<file path="config.mk">
export PLATFORM = sky130hd
export DESIGN_NAME = dma_channel_arbiter
export DESIGN_NICKNAME = d
export VERILOG_FILES = /design/src/rtl/dma_channel_arbiter.sv
export SDC_FILE = /design/constraint.sdc
export NUM_CORES = 1
export LEC_CHECK = 0
export BUFFER_PORTS_ARGS = -buffer_cell sky130_fd_sc_hd__buf_4
export CORE_MARGIN = 2
export CORE_UTILIZATION = 38
export DETAILED_ROUTE_END_ITERATION = 10
export HOLD_SLACK_MARGIN = 0.12
export SETUP_SLACK_MARGIN = 0.2
export SYNTH_ARGS = -nofsm -noshare
export SYNTH_HDL_FRONTEND = slang
export SYNTH_SLANG_ARGS = --single-unit
</file>
<file path="constraint.sdc">
create_clock -name CLK -period 3.2 [get_ports CLK]
set_input_delay 0.32 -clock CLK [delete_from_list [all_inputs] [get_ports CLK]]
set_output_delay 0.32 -clock CLK [all_outputs]
set_load 0.02 [all_outputs]
</file>
<file path="src/rtl/dma_channel_arbiter.sv">
// rtl/dma_channel_arbiter.sv - four-channel DMA request arbiter and bus-hold sequencer
module dma_channel_arbiter #(
    parameter int NUM_CH = 4
) (
    input  logic              CLK,
    input  logic              RESET,
    input  logic [NUM_CH-1:0] DREQ,
    input  logic              HLDA,
    input  logic [NUM_CH-1:0] maskReg,
    input  logic [NUM_CH-1:0] requestReg,
    input  logic              rotatingPriority,
    input  logic              dreqSenseActiveLow,
    input  logic              dackSenseActiveHigh,
    input  logic              controllerDisable,
    input  logic              transferDone,
    output logic              HRQ,
    output logic [NUM_CH-1:0] DACK,
    output logic              grantValid,
    output logic [1:0]        grantChannel
);

    typedef enum logic [1:0] {
        IDLE    = 2'd0,
        REQUEST = 2'd1,
        GRANTED = 2'd2,
        RELEASE = 2'd3
    } state_t;

    state_t            state;
    state_t            state_next;
    logic [1:0]        ptr;
    logic [1:0]        ptr_next;
    logic [1:0]        gch_next;
    logic              hrq_next;
    logic              gv_next;
    logic [NUM_CH-1:0] dack_next;
    logic [NUM_CH-1:0] dack_idle;
    logic [NUM_CH-1:0] eff;
    logic              found;
    logic [1:0]        winner;
    logic [1:0]        idx;

    // Software requests bypass both the mask and the DREQ sense inversion.
    assign eff       = ((DREQ ^ {NUM_CH{dreqSenseActiveLow}}) & ~maskReg) | requestReg;
    assign dack_idle = {NUM_CH{~dackSenseActiveHigh}};

    // ptr names the lowest-priority channel, so the rotating search starts one past it.
    always_comb begin
        found  = 1'b0;
        winner = 2'd0;
        idx    = 2'd0;
        for (int k = 0; k < NUM_CH; k++) begin
            idx = rotatingPriority ? (ptr + 2'(k + 1)) : 2'(k);
            if (!found && eff[idx]) begin
                found  = 1'b1;
                winner = idx;
            end
        end
    end

    always_comb begin
        state_next = state;
        ptr_next   = ptr;
        gch_next   = grantChannel;
        case (state)
            IDLE: begin
                if (|eff && !controllerDisable) begin
                    state_next = REQUEST;
                end
            end
            REQUEST: begin
                if (HLDA) begin
                    if (found) begin
                        state_next = GRANTED;
                        gch_next   = winner;
                    end else begin
                        state_next = RELEASE;
                    end
                end
            end
            GRANTED: begin
                // A rescinded HLDA aborts the grant and outranks a coincident transferDone.
                if (!HLDA) begin
                    state_next = IDLE;
                end else if (transferDone) begin
                    state_next = RELEASE;
                    ptr_next   = grantChannel;
                end
            end
            RELEASE: begin
                if (!HLDA) begin
                    state_next = IDLE;
                end
            end
            default: begin
                state_next = IDLE;
            end
        endcase

        hrq_next  = (state_next == REQUEST) || (state_next == GRANTED);
        gv_next   = (state_next == GRANTED);
        dack_next = dack_idle;
        if (gv_next) begin
            dack_next = dack_idle ^ (NUM_CH'(1) << gch_next);
        end
    end

    always_ff @(posedge CLK) begin
        if (RESET) begin
            state        <= IDLE;
            ptr          <= 2'd3;
            HRQ          <= 1'b0;
            DACK         <= dack_idle;
            grantValid   <= 1'b0;
            grantChannel <= 2'd0;
        end else begin
            state        <= state_next;
            ptr          <= ptr_next;
            HRQ          <= hrq_next;
            DACK         <= dack_next;
            grantValid   <= gv_next;
            grantChannel <= gch_next;
        end
    end

endmodule

</file>
==> impl_metrics.py, run 1 <==
metrics = {
    "grt": {
        "grt_pass1_vias": 824,
        "grt_pass1_wl_mm": 3.463,
        "globalRouteOverflowTotal": 0,
        "grt_use_total_pct": 16.40,
        "grt_max_degree": 12,
        "antenna_found_initial": 0,
    },
    "timing": {
        "fin_crit_sh_pct": 79.24,
        "fin_skew_ns": 0.002508,
        "grt_setup_unrepaired": "no",
        "hold_violations": 0,
        "min_period_ns": 2.536,
        "setup_viol": 0,
        "max_freq_mhz": 394.4,
        "fin_setup_tns_ns": 0,
        "slew_headroom_pct": 67.06,
        "drv_slew": 0,
        "worstMarginPinSlew_ns": 0.4919,
    },
    "setup_path": {
        "crit_path_start_kind": "input port",
        "required_ns": 3.40,
        "endpoint_kind": "flop",
        "path_cells": "buf_4 > xnor2_1 > o21ba_1 > nand4_1 > a21oi_1 > a311oi_1 > a21oi_1 > ha_1 > nor2b_1 > inv_1 > or4_1 > a32oi_1",
        "cp_max_fo": 5,
        "critPathBufInv": 2,
        "crit_path_top_delay_cell": "or4_1",
        "crit_top_cell": "a21oi_1",
        "critPathKind": "input port to flop",
        "critPathTopFamily": "simple AND/OR/NAND/NOR gates",
        "cp.arrival_ns": 2.73,
        "slowest_delay_ns": 0.52,
    },
    "power_and_ir_drop": {
        "power.internal_mw": 0.2837,
        "p_leak_nw": 0.4566,
        "p_switching_mw": 0.1138,
        "p_per_area_nw_per_um2": 340.9,
        "max-vdd-ir-drop_mv": 0.2547,
        "swShare_pct": 28.64,
        "seqPwrFrac_pct": 41.3,
        "clock_power_share_pct": 29.8,
        "power_mw": 0.3975,
        "combPwrFrac_pct": 28.9,
    },
    "place": {
        "gp_congestion": 0.7957,
        "dp_cells": 160,
        "place_hpwl_mm": 1.617,
        "io_buffer_count": 27,
        "dpl_cell_area_um2": 1130,
    },
    "cts": {
        "cts_tree": "yes",
        "cts_setup_buffers": 0,
        "root_buffer": "clkbuf_4",
        "clockBufferDepth": 2,
        "cts_buffers": 3,
        "htree_levels": 1,
        "postCtsHoldBufs": 0,
        "cts_resized": 0,
        "clock_sinks": 12,
        "clkTransAtPathRegs_ns": 0.07,
        "worstSkewPairLatency_ns": 0.27,
    },
    "synth": {
        "synthCells": 107,
        "synth.largest_area_cell": "dfxtp_1",
        "synth_seq_area_share_pct": 26.45,
        "syn_avg_cell_area_um2": 8.489,
        "synth_cell_type_count": 42,
        "synth.top_cell.area_share_pct": 26.45,
        "syn_nets": 128,
        "ys_warn_count": 0,
        "ys.flop_type": "dfxtp_1",
        "synthTopCellsByArea": "dfxtp_1 26%, nor2_1 4.5%, a21oi_1 3.9%, o21ba_4 3.6%, xnor2_2 3.6%",
        "synth_area_um2": 908.4,
        "async_reset_ff_share_pct": 0,
        "ys_seq_elements": 12,
        "synth_most_common_cell": "dfxtp_1",
        "synth-edff-count": 0,
        "synthTopCellsByCount": "12 x dfxtp_1, 11 x nor2_1, 7 x a21oi_1",
    },
    "run": {
        "max_cap_violations": 0,
    },
    "finish": {
        "nets": 158,
        "final_core_util_pct": 52.21,
        "instances_no_fill": 164,
        "area.growth.synth_to_final_pct": 28.37,
        "drive_gt1_share_pct": 28.68,
        "post-route-cell-area_um2": 1166,
        "diodes": 0,
    },
    "floorplan": {
        "num_rows": 17,
        "io_pins": 28,
        "die-width_um": 52.89,
        "coreArea_um2": 2233,
        "dieArea_um2": 2797,
        "start_util_pct": 40.67,
        "die_y_um": 52.89,
    },
    "status": {
        "outcome": "complete, no violations",
    },
    "route": {
        "ant_nets": 0,
        "vias": 902,
        "totalWireLength_mm": 1.991,
        "avgRoutedWirePerCell_um": 12.14,
        "drc": 0,
        "first_iter_violations": 26,
        "viasPerCell": 5.500,
        "dr.pass1.iters": 4,
    },
    "hold_path": {
        "hold_path_class": "input port to flop",
    },
}
layout by cell type, fill, tap and decap left out, drive strengths merged, types with 2 or more instances in the layout:
master	synthesis	final
o211ai	3	3
dfxtp	12	12
a211o	2	2
o21ai	7	7
xor2	3	3
mux2i	2	2
a21oi	7	7
o21bai	4	4
o21a	3	3
nor3	4	4
clkbuf	0	4
nor2	11	11
xnor2	4	4
nand2b	4	4
nand3	3	3
a32oi	2	2
inv	4	4
nand2	5	5
nor2b	4	4
o21ba	4	4
nand4	2	2
buf	2	27
path summary, 6_finish.rpt:
path / end / slack, ns / start / cells after the start
setup / recovery: DACK[1] / 0.66 / dreqSenseActiveLow / 12
hold / removal: HRQ / 0.26 / RESET / 2
setup reg to reg: DACK[1] / 1.03 / ptr[0] / 7
hold reg to reg: state[0] / 0.60 / state[1] / 2
registers in the layout (all words and copies together), names as in the netlist:
name and cells:
grantChannel 2, HRQ 1, state 2, grantValid 1
DACK 4, ptr 2
per-stage QoR:
stage,hold WS (ns),setup WS [ns]
5_1_grt,0.2723,0.4151
2_1_floorplan,0.3916,0.6714
3_3_place_gp,0.5495,0.4793
3_5_place_dp,0.5484,0.3798
6_report,0.2591,0.6644
4_1_cts,0.2559,0.6436
routing by layer:
metal,track usage [%],share of wire (%),routed length (um),up-vias
met5,0,0,0,-
met4,3.846,0.45,9,0
met3,3.390,5.6,112,2
met2,27.71,48,965,23
met1,21.29,45,903,418
li1,-,-,-,459
cell type report:
type,count,area [um2]
well taps,28,35.03
multi-input cells,89,636.9
clock buffers,4,36.28
flip-flops and latches,12,240.2
fillers,213,1067
inverters,4,15.01
repair buffers,27,202.7
logic make-up (layout without fill, tap and decap cells):
logic type	after synthesis	count (layout)	synth area share, %
compound gates	40	40	34.30
simple gates	38	38	21.35
flops	12	12	26.45
xor+xnor	7	7	8.403
buf+inv	6	35	3.442
mux	3	3	4.683
fa+ha+maj	1	1	1.377
power by group through the flow:
| stage | Clock (mW) | Combinational (mW) | Sequential (mW) |
|---|---|---|---|
| finish | 0.119 | 0.115 | 0.164 |
| global route | 0.130 | 0.126 | 0.166 |
| CTS | 0.123 | 0.115 | 0.164 |
| detailed placement | 0 | 0.115 | 0.168 |
| global placement | 0 | 0.114 | 0.167 |
| floorplan | 0 | 0.0636 | 0.175 |
Note: power is estimated with default switching activity, not from simulation.
==> run 2, diff against run 1 <==
==> constraint.sdc (replaced) <==
create_clock -name CLK -period 2.7 [get_ports CLK]
set_input_delay 0.27 -clock CLK [delete_from_list [all_inputs] [get_ports CLK]]
set_output_delay 0.27 -clock CLK [all_outputs]
set_load 0.02 [all_outputs]
==> run 2 against run 1 <==
  * Register-to-register slack got worse by 0.59 ns
  * Total power increased by 23%
  * Clock power increased by 24%
  * Via count increased by 3.9%
  * Hold slack got worse by 0.063 ns
  * Critical path type unchanged
  * Largest power group unchanged
  * Highest routed layer unchanged
==> impl_metrics.py, run 2 (same netlist as run 1, synthesis figures left out) <==
metrics = {
    "timing": {
        "fin_setup_tns_ns": 0,
        "hold_violations": 0,
        "min_period_ns": 2.314,
        "fin_skew_ns": 0.005788,
        "setup_viol": 0,
        "grt_setup_unrepaired": "no",
        "slew_headroom_pct": 68.10,
        "worst_slack_ns": 0.3864,
        "drv_slew": 0,
        "max_freq_mhz": 432.2,
        "worstMarginPinSlew_ns": 0.4763,
        "fin_crit_sh_pct": 85.69,
    },
    "route": {
        "dr.pass1.iters": 5,
        "totalWireLength_mm": 2.311,
        "first_iter_violations": 37,
        "viasPerCell": 5.645,
        "avgRoutedWirePerCell_um": 13.92,
        "vias": 937,
        "ant_nets": 0,
        "drc": 0,
    },
    "hold_path": {
        "worstHoldPathCells": 2,
        "min_from": "RESET",
        "holdPathEnd": "grantChannel[1]",
        "hold_path_class": "input port to flop",
    },
    "cts": {
        "clkTransAtPathRegs_ns": 0.08,
        "clock_sinks": 12,
        "root_buffer": "clkbuf_4",
        "cts_tree": "yes",
        "clockBufferDepth": 2,
        "cts_buffers": 3,
        "htree_levels": 1,
        "worstSkewPairLatency_ns": 0.28,
        "postCtsHoldBufs": 0,
    },
    "power_and_ir_drop": {
        "p_per_area_nw_per_um2": 405.5,
        "p_leak_nw": 0.4809,
        "max-vdd-ir-drop_mv": 0.2452,
    },
    "finish": {
        "largest_reg_flops": 4,
        "multi_input_area_um2": 658.1,
        "final_core_util_pct": 53.84,
        "instances_no_fill": 166,
        "layout_commonest_cell": "buf_4",
        "diodes": 0,
        "area.growth.synth_to_final_pct": 32.37,
        "drive_gt1_share_pct": 31.16,
        "regMostFlops": "DACK",
        "num-fill-cells": 233,
        "final-seq-area_um2": 240.2,
        "nets": 160,
        "final_cell_mix": "29 x buf_4, 12 x dfxtp_1, 11 x nor2_1, 7 x a21oi_1, 6 x o21ai_0",
        "post-route-cell-area_um2": 1202,
    },
    "setup_path": {
        "cp_max_fo": 6,
        "endpoint_kind": "flop",
        "r2r_slack_ns": 0.44,
        "r2r.worst_path.cells": 7,
        "required_ns": 2.90,
        "r2r-start": "ptr[0]",
        "crit_path_start_kind": "input port",
        "critPathKind": "input port to flop",
        "reg2reg_to": "DACK[1]",
        "cp.arrival_ns": 2.51,
    },
    "grt": {
        "antenna_found_initial": 0,
        "grt_max_degree": 12,
        "grt_use_total_pct": 18.86,
        "grt_pass1_vias": 894,
        "globalRouteOverflowTotal": 0,
        "grt_pass1_wl_mm": 3.815,
    },
    "place": {
        "place_hpwl_mm": 1.797,
        "dp_cells": 162,
        "io_buffer_count": 27,
        "gp_congestion": 0.8855,
        "dpl_cell_area_um2": 1145,
        "dp_slack_ns": 0.1091,
    },
    "floorplan": {
        "die_y_um": 52.89,
        "io_pins": 28,
        "coreArea_um2": 2233,
        "num_rows": 17,
        "start_util_pct": 40.67,
        "die-width_um": 52.89,
        "dieArea_um2": 2797,
    },
    "status": {
        "outcome": "complete, no violations",
    },
    "run": {
        "max_cap_violations": 0,
    },
}
-- run 2: changes by cell type in the layout (fill, tap and decap cells not counted) --
cell	delta
xnor2_2	+2
buf_4	+2
o21ba_2	-1
xnor2_1	-2
o21ba_4	+1
-- run 2: through the flow --
step                hold WS (ns)  total power [mW]
global route              0.1981            0.5186
global placement          0.4981            0.3368
finish                    0.1962            0.4875
floorplan                 0.3416            0.2823
CTS                       0.1985            0.4857
detailed placement        0.4965            0.3386
-- run 2: final cells by class --
| class | instances | area share, % |
|---|---|---|
| flip-flops and latches | 12 | 19.98 |
| inverters | 4 | 1.249 |
| well taps | 28 | 2.914 |
| multi-input cells | 89 | 54.73 |
| repair buffers | 29 | 18.11 |
| clock buffers | 4 | 3.018 |
-- run 2: repair_timing --
action	in CTS	in global routing
gates resized for setup	0	3
endpoints found under the setup margin	0	1
buffers inserted	0	0
-- run 2: worst max path at each step --
stage | startpoint | to | slack (ns) | cells past startpoint
floorplan | dreqSenseActiveLow | DACK[1] | 0.22 | 12
global placement | dreqSenseActiveLow | DACK[1] | 0.17 | 12
detailed placement | dreqSenseActiveLow | DACK[1] | 0.11 | 12
CTS | dreqSenseActiveLow | DACK[1] | 0.37 | 12
global route | dreqSenseActiveLow | DACK[1] | 0.23 | 12
finish | dreqSenseActiveLow | DACK[1] | 0.39 | 12
-- run 2: layer usage --
| metal | routed length (um) | track usage [%] | share of wire, % |
|---|---|---|---|
| met4 | 17 | 8.974 | 0.74 |
| met1 | 1019 | 23.26 | 44 |
| met5 | 0 | 0 | 0 |
| met3 | 111 | 4.520 | 4.8 |
| met2 | 1163 | 30.63 | 50 |
-- run 2: worst max-delay path, cell delays in order --
cell and delay [ns]:
buf_4 0.16, xnor2_2 0.19, o21ba_4 0.19, nand4_1 0.12, a21oi_1 0.16, a311oi_1 0.06
a21oi_1 0.18, ha_1 0.16, nor2b_1 0.17, inv_1 0.09, or4_1 0.53, a32oi_1 0.22
-- run 2: report_power, final --
part,internal (mW),total [mW],switching [mW]
registers,0.188,0.195,0.00707
logic,0.0718,0.145,0.0734
clock network,0.0821,0.148,0.0657
total,0.341,0.488,0.146
